===== config.mk =====
export PLATFORM = sky130hd
export DESIGN_NAME = axi4_wr_burst_scheduler
export DESIGN_NICKNAME = d
export VERILOG_FILES = /design/src/rtl/axi4_wr_burst_scheduler.sv
export SDC_FILE = /design/constraint.sdc
export NUM_CORES = 1
export LEC_CHECK = 0
export ABC_CLOCK_PERIOD_IN_PS = 10000
export BUFFER_PORTS_ARGS = -buffer_cell sky130_fd_sc_hd__buf_4
export CAP_MARGIN = 20
export CORE_ASPECT_RATIO = 0.8
export CORE_MARGIN = 10
export CORE_UTILIZATION = 50
export CTS_CLUSTER_DIAMETER = 120
export DETAILED_ROUTE_END_ITERATION = 16
export PLACE_DENSITY_LB_ADDON = 0.2
export SYNTH_ARGS = -nofsm -noshare
export SYNTH_HDL_FRONTEND = slang
export SYNTH_SLANG_ARGS = --single-unit

===== constraint.sdc =====
create_clock -name axi_aclk -period 10 [get_ports axi_aclk]
set_input_delay 0 -clock axi_aclk [delete_from_list [all_inputs] [get_ports axi_aclk]]
set_output_delay 0 -clock axi_aclk [all_outputs]
set_load 0.05 [all_outputs]

===== src/rtl/axi4_wr_burst_scheduler.sv =====
`default_nettype none
// ============================================================================
// Module : axi4_wr_burst_scheduler
// Brief  : Splits a write transfer command into 4 KB-safe AXI4 AW bursts and
//          tracks outstanding B responses.
// Rev    : 1.0 - initial release
// ============================================================================
module axi4_wr_burst_scheduler #(
  parameter int ASIZE           = 32,
  parameter int IDSIZE          = 4,
  parameter int BPB             = 64,
  parameter int MAX_OUTSTANDING = 8
) (
  input  logic              axi_aclk,
  input  logic              axi_aresetn,
  input  logic              cmd_valid,
  output logic              cmd_ready,
  input  logic [ASIZE-1:0]  cmd_addr,
  input  logic [31:0]       cmd_beats,
  input  logic [8:0]        max_length,
  output logic              aw_valid,
  input  logic              aw_ready,
  output logic [IDSIZE-1:0] aw_id,
  output logic [ASIZE-1:0]  aw_addr,
  output logic [7:0]        aw_len,
  input  logic              b_valid,
  output logic              b_ready,
  output logic              busy,
  output logic              done,
  output logic              err_b
);

  localparam int         c_LOG2_BPB = $clog2(BPB);
  localparam logic [7:0] c_MAX_OUT  = 8'(MAX_OUTSTANDING);

  typedef enum logic [1:0] {
    S_IDLE  = 2'd0,
    S_CALC  = 2'd1,
    S_ISSUE = 2'd2,
    S_DRAIN = 2'd3
  } state_t;

  state_t            r_state;
  state_t            w_next_state;
  logic [ASIZE-1:0]  r_cur_addr;
  logic [31:0]       r_remain;
  logic [8:0]        r_blen;
  logic [IDSIZE-1:0] r_id;
  logic [7:0]        r_outstanding;
  logic              r_done;
  logic              r_err_b;

  logic [8:0]        w_max_len_eff;
  logic [12:0]       w_page_beats;
  logic [8:0]        w_blen_calc;
  logic [31:0]       w_remain_next;
  logic [ASIZE-1:0]  w_addr_inc;
  logic              w_aw_hs;
  logic              w_b_cnt;
  logic              w_can_issue;

  // Burst length is the tightest of: beats left, length cap, beats to the 4 KB page end.
  assign w_max_len_eff = (max_length == 9'd0) ? 9'd256 : max_length;
  assign w_page_beats  = (13'd4096 - {1'b0, r_cur_addr[11:0]}) >> c_LOG2_BPB;

  always_comb begin
    w_blen_calc = w_max_len_eff;
    if (w_page_beats < {4'd0, w_blen_calc}) begin
      w_blen_calc = w_page_beats[8:0];
    end
    if (r_remain < {23'd0, w_blen_calc}) begin
      w_blen_calc = r_remain[8:0];
    end
  end

  assign w_remain_next = r_remain - {23'd0, r_blen};
  assign w_addr_inc    = ASIZE'(r_blen) << c_LOG2_BPB;
  assign w_aw_hs       = (r_state == S_ISSUE) && aw_ready;
  assign w_b_cnt       = b_valid && (r_outstanding != 8'd0);
  assign w_can_issue   = (r_outstanding < c_MAX_OUT);

  always_ff @(posedge axi_aclk or negedge axi_aresetn) begin
    if (!axi_aresetn) begin
      r_state <= S_IDLE;
    end else begin
      r_state <= w_next_state;
    end
  end

  always_comb begin
    w_next_state = r_state;
    cmd_ready    = 1'b0;
    aw_valid     = 1'b0;
    busy         = 1'b1;
    case (r_state)
      S_IDLE: begin
        cmd_ready = 1'b1;
        busy      = 1'b0;
        if (cmd_valid) begin
          w_next_state = (cmd_beats == 32'd0) ? S_DRAIN : S_CALC;
        end
      end
      S_CALC: begin
        if (w_can_issue) begin
          w_next_state = S_ISSUE;
        end
      end
      S_ISSUE: begin
        aw_valid = 1'b1;
        if (aw_ready) begin
          w_next_state = (w_remain_next == 32'd0) ? S_DRAIN : S_CALC;
        end
      end
      S_DRAIN: begin
        if (r_outstanding == 8'd0) begin
          w_next_state = S_IDLE;
        end
      end
      default: begin
        w_next_state = S_IDLE;
      end
    endcase
  end

  always_ff @(posedge axi_aclk or negedge axi_aresetn) begin
    if (!axi_aresetn) begin
      r_cur_addr    <= '0;
      r_remain      <= '0;
      r_blen        <= '0;
      r_id          <= '0;
      r_outstanding <= '0;
      r_done        <= 1'b0;
      r_err_b       <= 1'b0;
    end else begin
      r_done <= (r_state == S_DRAIN) && (w_next_state == S_IDLE);
      if ((r_state == S_IDLE) && cmd_valid) begin
        r_cur_addr <= cmd_addr;
        r_remain   <= cmd_beats;
      end
      // Resampled every CALC cycle so a stalled burst picks up the latest max_length.
      if (r_state == S_CALC) begin
        r_blen <= w_blen_calc;
      end
      if (w_aw_hs) begin
        r_cur_addr <= r_cur_addr + w_addr_inc;
        r_remain   <= w_remain_next;
        r_id       <= r_id + 1'b1;
      end
      if (w_aw_hs && !w_b_cnt) begin
        r_outstanding <= r_outstanding + 8'd1;
      end else if (!w_aw_hs && w_b_cnt) begin
        r_outstanding <= r_outstanding - 8'd1;
      end
      if (b_valid && (r_outstanding == 8'd0)) begin
        r_err_b <= 1'b1;
      end
    end
  end

  assign aw_id   = r_id;
  assign aw_addr = r_cur_addr;
  assign aw_len  = r_blen[7:0] - 8'd1;
  assign b_ready = 1'b1;
  assign done    = r_done;
  assign err_b   = r_err_b;

endmodule
`default_nettype wire


* After elaboration in Yosys (flattened, before gate mapping) *
Index checks and enable logic that the tools add are counted.

storage, ports and cells
  flip-flop bits (word level) = 89
  logic and storage cells = 58

cells by class
  add/sub/neg operators = 7
  $lt $le $gt $ge = 3
  equality and inequality tests = 3
  multiplexer cells = 19
  reduce and logical (&&, ||, !) cells = 18

operators by type and width
  cell                      number
  $mux W32                  4
  $logic_not A32 Y1         2
  $add A32 B15 Y32          1
  $lt A32 B9 Y1             1
  $sub A32 B9 Y32           1
  $mux W9                   3
  $mux W8                   2
  $sub A8 B1 Y8 const B     2
  $sub A13 B12 Y13 const A  1
  $mux W2                   6
  $logic_not A9 Y1          1
  $lt A7 B9 Y1              1
  $add A8 B1 Y8 const B     1
  $logic_not A8 Y1          1
  $lt A8 B4 Y1 const B      1
  $pmux W2 S4               1
  $reduce_bool A8 Y1        1
  $logic_and A1 B1 Y1       7
  $add A4 B1 Y4 const B     1
  $eq A2 B2 Y1 const B      2
  $logic_not A2 Y1          2
  $reduce_bool A2 Y1        2
  $mux W1                   3
  $eq A2 B1 Y1 const B      1
  $logic_not A1 Y1          2

* Longest topological paths before layout *
  depth after elaboration = 7
  depth in mapped cells = 22
  mapped depth without buffers = 21

* Worst setup path after synthesis *
Ideal clock, no wire load.

  path type = reg2reg
  start point = register r_cur_addr[4] (netlist: aw_addr[4])
  end point = register r_blen[6]
  library setup time = 0.090 ns
  data arrival time = 5.154 ns
  path slack = 4.757 ns
  stages on the path, launching flop included = 21
  buffers on the path = 1
  cell sequence = dfrtp_1 or4_4 nor3_4 nand2_1 nor3_1 nor2_1 ha_1 o21ai_0 a2111oi_0 a21boi_4 o21ai_1 a22oi_1 ha_1 a21o_1 a211oi_1 a2111oi_0 nor2_1 a31oi_4 buf_6 and2_4 o31ai_4

on the way
  longest elaborated chain between the ends = 5

RTL lines
  item                      line  RTL
  start: declaration        45    logic [ASIZE-1:0] r_cur_addr;
  start signal: assignment  137   r_cur_addr <= cmd_addr;
  start signal: assignment  145   r_cur_addr <= r_cur_addr + w_addr_inc;
  $sub A13 B12 Y13 (*)      64    assign w_page_beats = (13'd4096 - {1'b0, r_cur_addr[11:0]}) >> c_LOG2_BPB;
  $lt A7 B9 Y1              68    if (w_page_beats < {4'd0, w_blen_calc}) begin
  $mux W9 (*)               68
  $lt A32 B9 Y1             71    if (r_remain < {23'd0, w_blen_calc}) begin
  $mux W9 (*)               71
  end signal: assignment    142   r_blen <= w_blen_calc;
  end: declaration          47    logic [8:0] r_blen;

Mark *: on every way between the ends. The rest lies on a longest branch, timed or not.
A chain may end at the register's enable or synchronous reset.

* Worst setup path in the final report *
  start point = register r_cur_addr[6] (netlist: aw_addr[6])
  end point = register r_blen[3]

The elaborated chain is that of the path after synthesis.

==> run metrics <==
setup TNS=0 ns; Worst Setup Start Kind=flip-flop; vias in the first global route=between 6000 and 7000; Placed Area=around 7400 um2; antenna-violating nets left=0; TritonCTS sink count=89; clock edge transition at the registers on the reported setup and hold paths=~0.070 ns; Fillers=989; fmax=around 0.17 GHz; Post-synth EDFFs=0; Core Rows=36; Final Instance Area=8390 um2; # setup viols final=0; commonest non-fill, non-tap cell in the layout=buf_4; io pins=between 100 and 150; ys async rst share=100%; initial antenna violation count=1; Max Root-Sink Buffers=2; r2r endpoint=r_blen[3]; post-synthesis sequential area ratio=approximately a third; PD cells=340 nW/um2; IO buf count=about 130; H-tree levels=3; worst r2r src=aw_addr[6]; cts bufs inserted=9; P_leak=roughly 3.7 nW; Synth Cell Area=6370 um2; global-route wire length before repair=33.6 mm; core area=between 10000 and 15000 um2; slew of the pin with the lowest slew margin=1.04 ns; Setup Skew=~0.010 ns; final hold vios=0; register bit total from synthesis=89; Placed Cells=1016; Syn Area/Cell=between 8 and 9 um2; VDD IR max=~160 uV; vias=6527; R2R depth=19; hold crit path type=in -> async; largest net degree at the start of global routing=65; GP Congestion=roughly 0.9; post-synthesis instance total=between 700 and 800; CP required=just over 10 ns; CP Max Fanout=15; type of the worst setup path=reg -> reg; most frequent cells in the layout=131 x buf_4, 100 x nand2_1, 89 x dfrtp_1, 66 x dlygate4sd3_1, 58 x nor2_1; post-layout util=between 60% and 70%; die span in y=121 um; Most used DFF post-synth=dfrtp_1; Ys Warns=0; clk_lat worst skew=approximately 0.35 ns; clock root buffer master=clkbuf_16; crit end category=flip-flop; max cap viols=0; Final Hold Slack=a little under 0.1 ns; Layout Nets=1043; FF-to-FF setup slack=approximately 4.3 ns; Pre-antenna DRT Iters=5; Tot Pwr=around 2.9 mW; wire per inst=about 19 um; RSZ-0062 raised after global routing=no; starting DRC count in detailed routing=517; DP Worst Slack=about 4.3 ns; Vias/cell=slightly below 6; status=complete, no violations; crit path DAT=6.00 ns; relative slew slack=roughly 31%; Post-CTS Repair Setup Buffers=0; grt ovf=0; Final WS setup=4.25 ns; Tot GR Track Use=22.9%; DRC=0; Final Critical Period=~5.7 ns; fin. max-slew vios=0; CTS tree=built; effective utilization at floorplan=between 50% and 60%; Distinct cells, synth=68; dpl hpwl=between 10 and 15 mm; Die W=~150 um; layout cells sized above 1=18.7%; Routed WL=roughly 21 mm; die area=around 18000 um2; crit share post-route=~57%; Post-Layout Cell Count=1098; area added between synthesis and finish=31.8%
[cells in the mapped netlist, drive strengths merged (22+ instances only)]
library cell	number	area share, %
clkbuf	24	1.4
ha	40	7.9
inv	37	2.2
nand2	100	5.9
nor2	59	3.5
o21ai	56	4.4
xnor2	34	4.7
nor3	22	1.9
nor4	22	2.3
a22oi	27	3.2
dfrtp	89	35
a21oi	32	2.5
[sequential cells by signal, summed over array words and instances, names as in the netlist]
name           count
r_state            2
done               1
r_blen             9
aw_addr           32
err_b              1
r_remain          32
r_outstanding      8
aw_id              4
[worst max-delay path by stage]
stage / start / end / slack [ns] / cells past startpoint
final: aw_addr[6] / r_blen[3] / 4.25 / 19
after detailed placement: aw_addr[6] / r_blen[3] / 4.33 / 19
after floorplan: aw_addr[4] / r_blen[6] / 4.76 / 20
after global placement: aw_addr[4] / r_blen[2] / 4.68 / 19
after CTS: aw_addr[6] / r_blen[3] / 4.30 / 19
after global routing: aw_addr[6] / r_blen[3] / 3.80 / 19
[critical path, cell delays in order, from the launching register on]
cell and delay [ns]:
dfrtp_1 0.48, or4_4 0.58, nor3_4 0.22, nand2_1 0.14, nor3_1 0.36, nor2_1 0.14
ha_1 0.30, o21ai_0 0.06, a2111oi_0 0.68, a21boi_4 0.33, o21ai_1 0.20, a22oi_1 0.25
ha_1 0.29, a21o_1 0.18, a211oi_1 0.42, a2111oi_0 0.18, nor2_1 0.26, a31oi_4 0.13
and2_2 0.27, o31ai_2 0.18
[routing by layer]
metal,up-vias,wire (um),track usage [%]
li1,3071,-,-
met1,3154,8920,29.9
met2,258,9900,38.0
met3,44,1450,4.25
met4,0,452,7.05
met5,-,0,0
[kinds of logic (layout without fill, tap and decap cells)]
group / after synthesis / count (layout) / share of synthesized area, %
compound gates: 213 / 213 / 23.7
simple gates: 280 / 280 / 21.3
mux: 4 / 4 / 0.649
xor+xnor: 43 / 43 / 5.92
fa+ha+maj: 44 / 44 / 8.98
other cells: 1 / 4 / 0.0589
flops: 89 / 89 / 35.0
buf+inv: 70 / 250 / 4.38
[what timing repair did]
item,4_1_cts,5_1_grt
gates resized for setup,0,0
hold buffers,66,0
hold endpoints to repair,90,0
[layout make-up]
cell class | instances | area, um2 | area share (%)
timing repair buffer | 197 | 1640 | 19.6
tap | 171 | 214 | 2.55
antenna | 1 | 2.50 | 0.0298
clock inverter | 4 | 53.8 | 0.641
inverter | 38 | 143 | 1.70
multi-input combinational | 587 | 3870 | 46.2
clock buffer | 11 | 233 | 2.77
sequential | 89 | 2230 | 26.5
[power breakdown]
group / internal (mW) / total (mW) / switching [mW]
Combinational: 0.666 / 1.75 / 1.08
Sequential: 0.531 / 0.766 / 0.235
Clock: 0.194 / 0.341 / 0.147
Total: 1.39 / 2.86 / 1.47
Power figures use the tool's default switching activity.
